<file path="config.mk">
export PLATFORM = sky130hd
export DESIGN_NAME = acia_rx_shifter
export DESIGN_NICKNAME = d
export VERILOG_FILES = /design/src/rtl/acia_rx_shifter.sv
export SDC_FILE = /design/constraint.sdc
export NUM_CORES = 1
export LEC_CHECK = 0
export CORE_MARGIN = 4
export CORE_UTILIZATION = 25
export DETAILED_ROUTE_END_ITERATION = 8
export PLACE_DENSITY_LB_ADDON = 0.08
export SYNTH_ARGS = -nofsm -noshare
export SYNTH_HDL_FRONTEND = slang
export SYNTH_SLANG_ARGS = --single-unit
export TNS_END_PERCENT = 50
</file>
<file path="constraint.sdc">
create_clock -name XTLI -period 4.05 [get_ports XTLI]
set_clock_uncertainty 0.05 [all_clocks]
set_input_delay 1.215 -clock XTLI [delete_from_list [all_inputs] [get_ports XTLI]]
set_output_delay 1.215 -clock XTLI [all_outputs]
set_load 0.02 [all_outputs]
</file>
<file path="src/rtl/acia_rx_shifter.sv">
// rtl/acia_rx_shifter.sv - ACIA receive shifter: oversampled serial-to-parallel with parity/framing/overrun status
//
// Ports:
//   XTLI     system clock, all state on its rising edge
//   RESET    synchronous active-high reset
//   BCLK_EN  one-cycle strobe at OVERSAMPLE x baud rate
//   RXD      asynchronous serial input, idle high
//   R_WL     word length (00=8, 01=7, 10=6, 11=5 data bits)
//   R_PEN    parity bit present
//   R_PMC    parity mode (00=odd, 01=even, 10=mark, 11=space)
//   RD_ACK   one-cycle pulse: CPU has read RDR
//   RDR      received data register (unused upper bits zero)
//   RDRF     receive data register full
//   PE/FE    parity / framing error of the character held in RDR
//   OVR      a character was dropped because RDR was still full
module acia_rx_shifter #(
    parameter int OVERSAMPLE = 16
) (
    input  logic       XTLI,
    input  logic       RESET,
    input  logic       BCLK_EN,
    input  logic       RXD,
    input  logic [1:0] R_WL,
    input  logic       R_PEN,
    input  logic [1:0] R_PMC,
    input  logic       RD_ACK,
    output logic [7:0] RDR,
    output logic       RDRF,
    output logic       PE,
    output logic       FE,
    output logic       OVR
);

    localparam int TW = $clog2(OVERSAMPLE);
    localparam logic [TW-1:0] HALF_M1  = TW'(OVERSAMPLE / 2 - 1);
    localparam logic [TW-1:0] FULL_M1  = TW'(OVERSAMPLE - 1);
    localparam logic [TW-1:0] TICK_ONE = TW'(1);

    typedef enum logic [2:0] {
        S_IDLE,
        S_START,
        S_DATA,
        S_PARITY,
        S_STOP
    } state_t;

    state_t          state_q, state_d;
    logic [TW-1:0]   tick_q, tick_d;
    logic [2:0]      bit_q, bit_d;
    logic [7:0]      shreg_q, shreg_d;
    logic            rxd_meta_q, rxd_meta_d;
    logic            rxd_sync_q, rxd_sync_d;
    // Synchronized line value seen on the previous BCLK_EN tick; a start
    // needs this high, so a held-low break cannot retrigger.
    logic            rxd_last_q, rxd_last_d;
    logic [1:0]      wl_q, wl_d;
    logic            pen_q, pen_d;
    logic [1:0]      pmc_q, pmc_d;
    logic            pe_pend_q, pe_pend_d;
    logic [7:0]      rdr_q, rdr_d;
    logic            rdrf_q, rdrf_d;
    logic            pe_q, pe_d;
    logic            fe_q, fe_d;
    logic            ovr_q, ovr_d;

    logic            stop_sample;
    logic            par_exp;
    logic [2:0]      last_bit;

    // Index of the final data bit for the latched word length (7 down to 4).
    assign last_bit = 3'd7 - {1'b0, wl_q};

    // Expected parity bit; shreg is zero-filled so reduction covers data only.
    always_comb begin
        par_exp = 1'b0;
        case (pmc_q)
            2'b00:   par_exp = ~^shreg_q;
            2'b01:   par_exp = ^shreg_q;
            2'b10:   par_exp = 1'b1;
            default: par_exp = 1'b0;
        endcase
    end

    always_comb begin
        state_d     = state_q;
        tick_d      = tick_q;
        bit_d       = bit_q;
        shreg_d     = shreg_q;
        rxd_meta_d  = RXD;
        rxd_sync_d  = rxd_meta_q;
        rxd_last_d  = rxd_last_q;
        wl_d        = wl_q;
        pen_d       = pen_q;
        pmc_d       = pmc_q;
        pe_pend_d   = pe_pend_q;
        rdr_d       = rdr_q;
        rdrf_d      = rdrf_q;
        pe_d        = pe_q;
        fe_d        = fe_q;
        ovr_d       = ovr_q;
        stop_sample = 1'b0;

        if (BCLK_EN) begin
            rxd_last_d = rxd_sync_q;
            case (state_q)
                S_IDLE: begin
                    if (rxd_last_q && !rxd_sync_q) begin
                        state_d = S_START;
                        tick_d  = '0;
                    end
                end
                S_START: begin
                    if (tick_q == HALF_M1) begin
                        tick_d = '0;
                        if (!rxd_sync_q) begin
                            // Frame format is frozen here for the whole character.
                            state_d   = S_DATA;
                            bit_d     = 3'd0;
                            shreg_d   = 8'h00;
                            wl_d      = R_WL;
                            pen_d     = R_PEN;
                            pmc_d     = R_PMC;
                            pe_pend_d = 1'b0;
                        end else begin
                            state_d = S_IDLE;
                        end
                    end else begin
                        tick_d = tick_q + TICK_ONE;
                    end
                end
                S_DATA: begin
                    if (tick_q == FULL_M1) begin
                        tick_d          = '0;
                        shreg_d[bit_q]  = rxd_sync_q;
                        if (bit_q == last_bit) begin
                            bit_d   = 3'd0;
                            state_d = pen_q ? S_PARITY : S_STOP;
                        end else begin
                            bit_d = bit_q + 3'd1;
                        end
                    end else begin
                        tick_d = tick_q + TICK_ONE;
                    end
                end
                S_PARITY: begin
                    if (tick_q == FULL_M1) begin
                        tick_d    = '0;
                        pe_pend_d = (rxd_sync_q != par_exp);
                        state_d   = S_STOP;
                    end else begin
                        tick_d = tick_q + TICK_ONE;
                    end
                end
                S_STOP: begin
                    if (tick_q == FULL_M1) begin
                        tick_d      = '0;
                        stop_sample = 1'b1;
                        state_d     = S_IDLE;
                    end else begin
                        tick_d = tick_q + TICK_ONE;
                    end
                end
                default: begin
                    state_d = S_IDLE;
                    tick_d  = '0;
                end
            endcase
        end

        // A read in the same cycle as the stop sample frees RDR for the new
        // character, so that case loads rather than overruns.
        if (stop_sample) begin
            if (!rdrf_q || RD_ACK) begin
                rdr_d  = shreg_q;
                rdrf_d = 1'b1;
                pe_d   = pe_pend_q;
                fe_d   = !rxd_sync_q;
            end else begin
                ovr_d = 1'b1;
            end
        end else if (RD_ACK) begin
            rdrf_d = 1'b0;
            ovr_d  = 1'b0;
        end
    end

    always_ff @(posedge XTLI) begin
        if (RESET) begin
            state_q    <= S_IDLE;
            tick_q     <= '0;
            bit_q      <= 3'd0;
            shreg_q    <= 8'h00;
            rxd_meta_q <= 1'b1;
            rxd_sync_q <= 1'b1;
            rxd_last_q <= 1'b1;
            wl_q       <= 2'b00;
            pen_q      <= 1'b0;
            pmc_q      <= 2'b00;
            pe_pend_q  <= 1'b0;
            rdr_q      <= 8'h00;
            rdrf_q     <= 1'b0;
            pe_q       <= 1'b0;
            fe_q       <= 1'b0;
            ovr_q      <= 1'b0;
        end else begin
            state_q    <= state_d;
            tick_q     <= tick_d;
            bit_q      <= bit_d;
            shreg_q    <= shreg_d;
            rxd_meta_q <= rxd_meta_d;
            rxd_sync_q <= rxd_sync_d;
            rxd_last_q <= rxd_last_d;
            wl_q       <= wl_d;
            pen_q      <= pen_d;
            pmc_q      <= pmc_d;
            pe_pend_q  <= pe_pend_d;
            rdr_q      <= rdr_d;
            rdrf_q     <= rdrf_d;
            pe_q       <= pe_d;
            fe_q       <= fe_d;
            ovr_q      <= ovr_d;
        end
    end

    assign RDR  = rdr_q;
    assign RDRF = rdrf_q;
    assign PE   = pe_q;
    assign FE   = fe_q;
    assign OVR  = ovr_q;

endmodule
</file>
; After elaboration in Yosys (flattened, before gate mapping)
; Index checks and enable logic that the tools add are counted.
[word_totals]
register_bits = 39
latchBits = 0
mem_bits_rw = 0
rom_bits = 0
out_inout_bits = 12
elab_cells = 100
n_memories = 0
[op_classes]
add_sub_neg = 3
multipliers = 0
div_mod_pow = 0
order_cmp = 2
n_eq_ne = 19
shift = 0
n_mux = 38
bitwise = 1
n_reduce_logical = 21
[op_table]
columns = cell, n
row1 = $mux 3, 11
row2 = $mux 8, 3
row3 = $ne 2x2->1 const B, 8
row4 = $pmux 8 s2, 1
row5 = $pmux 3 s5, 1
row6 = $mux 1, 12
row7 = $mux 4, 3
row8 = $pmux 4 s3, 1
row9 = $reduce_and 5->1, 2
row10 = $bwmux 8, 1
row11 = $reduce_and 2->1, 4
row12 = $reduce_xnor 8->1, 1
row13 = $reduce_xor 8->1, 1
row14 = $reduce_and 7->1, 1
row15 = $eq 3x2->1 const B, 2
row16 = $pmux 3 s2, 1
row17 = $reduce_bool 2->1, 3
row18 = $add 4x1->4 const B, 1
row19 = $eq 4x3->1 const B, 1
row20 = $eq 4x4->1 const B, 1
row21 = $lt 3x4->1 const B, 1
row22 = $reduce_and 4->1, 1
row23 = $add 3x1->3 const B, 1
row24 = $demux 1 s3, 1
row25 = other kinds (19), 21

; Logic depth before layout (Yosys ltp)
[logic_depth]
word_depth = 7
ltp_mapped = 7
ltp_nobuf = 6

; Worst setup path before layout
; Ideal clock, no wire load.
[synth_timing]
kind = input port to flip-flop
start = input port BCLK_EN
end = register state_q[0]
setup_time_ps = 70
arrival_time_ps = 2412
setup_slack_ps = 1518
stages = 5
path_buffers = 1
path_cell_list = clkbuf_1 > o41a_1 > o211ai_4 > or4_1 > a21oi_1
[synth_between]
elab_chain_len = 1
[synth_lines]
columns = element, line
row1 = "start, declared", 21  ; input logic BCLK_EN,
row2 = $reduce_and 7->1 (no source line), --
row3 = "end signal, assigned", 206  ; state_q <= state_d;
row4 = "end, declared", 47  ; state_t state_q, state_d;
; Every way passes these cells.
; A chain may end at the register's enable or synchronous reset.

; Worst setup path in the final report
[layout_timing]
start = input port BCLK_EN
end = register bit_q[2]
[layout_between]
elab_chain_len = 1
[layout_lines]
columns = element, line
row1 = $reduce_and 5->1 (no source line), --
row2 = "end signal, assigned", 208  ; bit_q <= bit_d;
row3 = "end, declared", 49  ; logic [2:0] bit_q, bit_d;
; Every way passes these cells.

==> impl_metrics.ini <==
[pwr]
irDropWorstVdd_mv = 0.143
p_switching_w = 0.000201
p_int_w = 0.000672
power_frac_clock_pct = 44.4
p_seq_share_pct = 45.9
p_sw_share_pct = 23.0
combPwrFrac_pct = 9.8
p_per_area_nw_per_um2 = 376
p_leak_nw = 0.785

[place]
place_ws_ps = 920
dp_hpwl_um = 3020
port_buffers = 21
gp_congestion = 0.764
place_area_sq_um = 2190

[clock_network]
clock-sinks = 39
ctsHoldBuffers = 0
root_buffer = clkbuf_8
cts_setup_buffers = 0
clock_path_buffers = 2
clkTransAtPathRegs_ps = 80
cts_resized = 0
insertion_delay_ps = 300
cts-buffers-inserted = 5
htree_num_levels = 2
cts_tree = yes

[drt]
routedWlPerCell_um = 12.8
viasPerCell = 4.44
drc = 0
first_pass_iters = 4
wirelength_um = 4260
drt-initial-drc-count = 62
postRouteAntennaNets = 0
dr_total_vias = 1479

[critical_path]
worstPathMaxFanout = 12
cp-end-kind = flip-flop
start_kind = primary input
worstReg2RegEnd = state_q[0]
r2r-start = state_q[2]
path_buf_inv = 1
required_ps = 4230
crit_chain = clkdlybuf4s50_1 -> o41ai_1 -> or2_1 -> or3_1 -> a21oi_1
rrSetupSlack_ps = 1950
cp_slowest_cell = clkdlybuf4s50_1
r2r_cells = 5
max_stage_delay_ps = 690
crit_type = in2reg
arrival_ps = 3010
crit_family = simple AND/OR/NAND/NOR gates

[floorplan]
start_util_pct = 26.0
fp.dieW_um = 95.6
ios = 22
core_sq_um = 7370
die_h_um = 95.6
rows = 31
die_area_sq_um = 9140

[sta]
slew_violations = 0
tightest_slew_ps = 605
fin_crit_sh_pct = 69.8
setup_ws_ps = 1220
rsz0062_at_grt = false
fmax_ghz = 0.354
fin_crit_ps = 2830
setup_tns_ps = 0
hold_violations = 0
hold_slack_ps = 371
slew_headroom_pct = 59.2
setup_viol = 0

[yosys]
synthesis.area_sq_um = 1920
avgSynthCellArea_sq_um = 8.84
yosys_warnings = 0
ys_async_sr_fraction_pct = 0
synth_flop_cell = dfxtp_1
syn_inst = 217
synthTopCellsByArea = dfxtp_1 (41%), mux2i_1 (8.9%), nor2_1 (5.9%)
yosysTopAreaCell = dfxtp_1
synth.net_count = 229
synth_edf_count = 0
synth_seq_cells = 39
yosysSeqAreaShare_pct = 40.7
synth_top_area_share_pct = 40.7
ys_types = 45

[layout]
drive_gt1_share_pct = 8.55
finalCoreUtilization_pct = 31.5
area_growth_pct = 20.9
final_nets = 245
diodes = 0
layout_commonest_cell = dfxtp_1
postLayoutCellArea_sq_um = 2320
layout_common_cells = dfxtp_1 (39), nor2_1 (30), a21oi_1 (21), clkdlybuf4s50_1 (21), mux2i_1 (17)

[global_routing]
antenna_found_initial = 0
grt_start_max_net_pins = 21
grt_use_total_pct = 10.3
grt_pass1_wl_um = 7240
grt_pass1_vias = 1421
globalRoute.totalOverflow = 0

[hold_path]
hp-class = reg2reg
hold_start = rxd_meta_q
holdPathStages = 1
min_to = rxd_sync_q

[outcome]
outcome = completed

[job]
maxCapViolations = 0
[cell families (layout without fill, tap and decap cells)]
group,Yosys count,after routing,synth area share (%)
mux,17,17,8.87
xor+xnor,11,11,5.02
simple gates,75,75,20.3
flops,39,39,40.7
buf+inv,21,38,5.74
fa+ha+maj,2,2,1.30
compound gates,52,52,18.1
[cells in the mapped netlist (all sizes together), types with 3 or more instances]
cell    count
a211oi      4
a21oi      21
a31oi       3
buf         9
clkbuf      6
dfxtp      39
inv         6
mux2i      17
nand2      13
nand2b      3
nand3       6
nor2       30
nor2b       4
o21ai      13
or2         3
xnor2       6
xor2        5
[worst reg2reg max path, delay by kind of cell (launching register included)]
kind	cells	cell delay, ps
AOI/OAI and AO/OA	3	410
and+or+nand+nor	2	880
DFF	1	690
[final cells by class]
type	instances	area, sq um
clock buffer	6	72.6
clock inverter	2	60.1
fill	808	5050
inverter	6	22.5
multi-input combinational	157	1030
sequential	39	781
tap	99	124
timing repair buffer	24	233
[flip-flops by register name, indices dropped and copies added (netlist names)]
signal,cells
FE,1
OVR,1
PE,1
RDR,8
RDRF,1
bit_q,3
pe_pend_q,1
pen_q,1
pmc_q,2
rxd_last_q,1
rxd_meta_q,1
rxd_sync_q,1
shreg_q,8
state_q,3
tick_q,4
wl_q,2
[per-stage QoR]
stage	total power (W)	std cells
floorplan	0.000477	217
global placement	0.000497	325
detailed placement	0.000495	325
CTS	0.000889	333
global route	0.000913	333
finish	0.000873	333
[power by group through the flow]
| stage | Combinational, W | Sequential (W) | Clock [W] |
|---|---|---|---|
| after global routing | 0.0000950 | 0.000401 | 0.000416 |
| after detailed placement | 0.0000854 | 0.000409 | 0 |
| after CTS | 0.0000867 | 0.000400 | 0.000403 |
| final | 0.0000851 | 0.000400 | 0.000387 |
| after global placement | 0.0000878 | 0.000409 | 0 |
| after floorplan | 0.0000779 | 0.000399 | 0 |
[worst max-delay path by stage]
stage | startpoint | end | slack (ps) | depth (start not counted)
finish | BCLK_EN | bit_q[2] | 1220 | 5
detailed placement | BCLK_EN | bit_q[2] | 920 | 5
floorplan | BCLK_EN | state_q[0] | 1520 | 5
global route | BCLK_EN | bit_q[2] | 1040 | 5
CTS | BCLK_EN | bit_q[2] | 1210 | 5
global placement | BCLK_EN | bit_q[2] | 930 | 5
[metal layers]
layer | vias to the layer above | wire length, um | GRT usage, %
li1 | 794 | - | -
met1 | 656 | 2330 | 14.6
met2 | 23 | 1690 | 14.5
met3 | 6 | 160 | 3.00
met4 | 0 | 70 | 3.91
met5 | - | 0 | 0
Note: power is estimated with default switching activity, not from simulation.
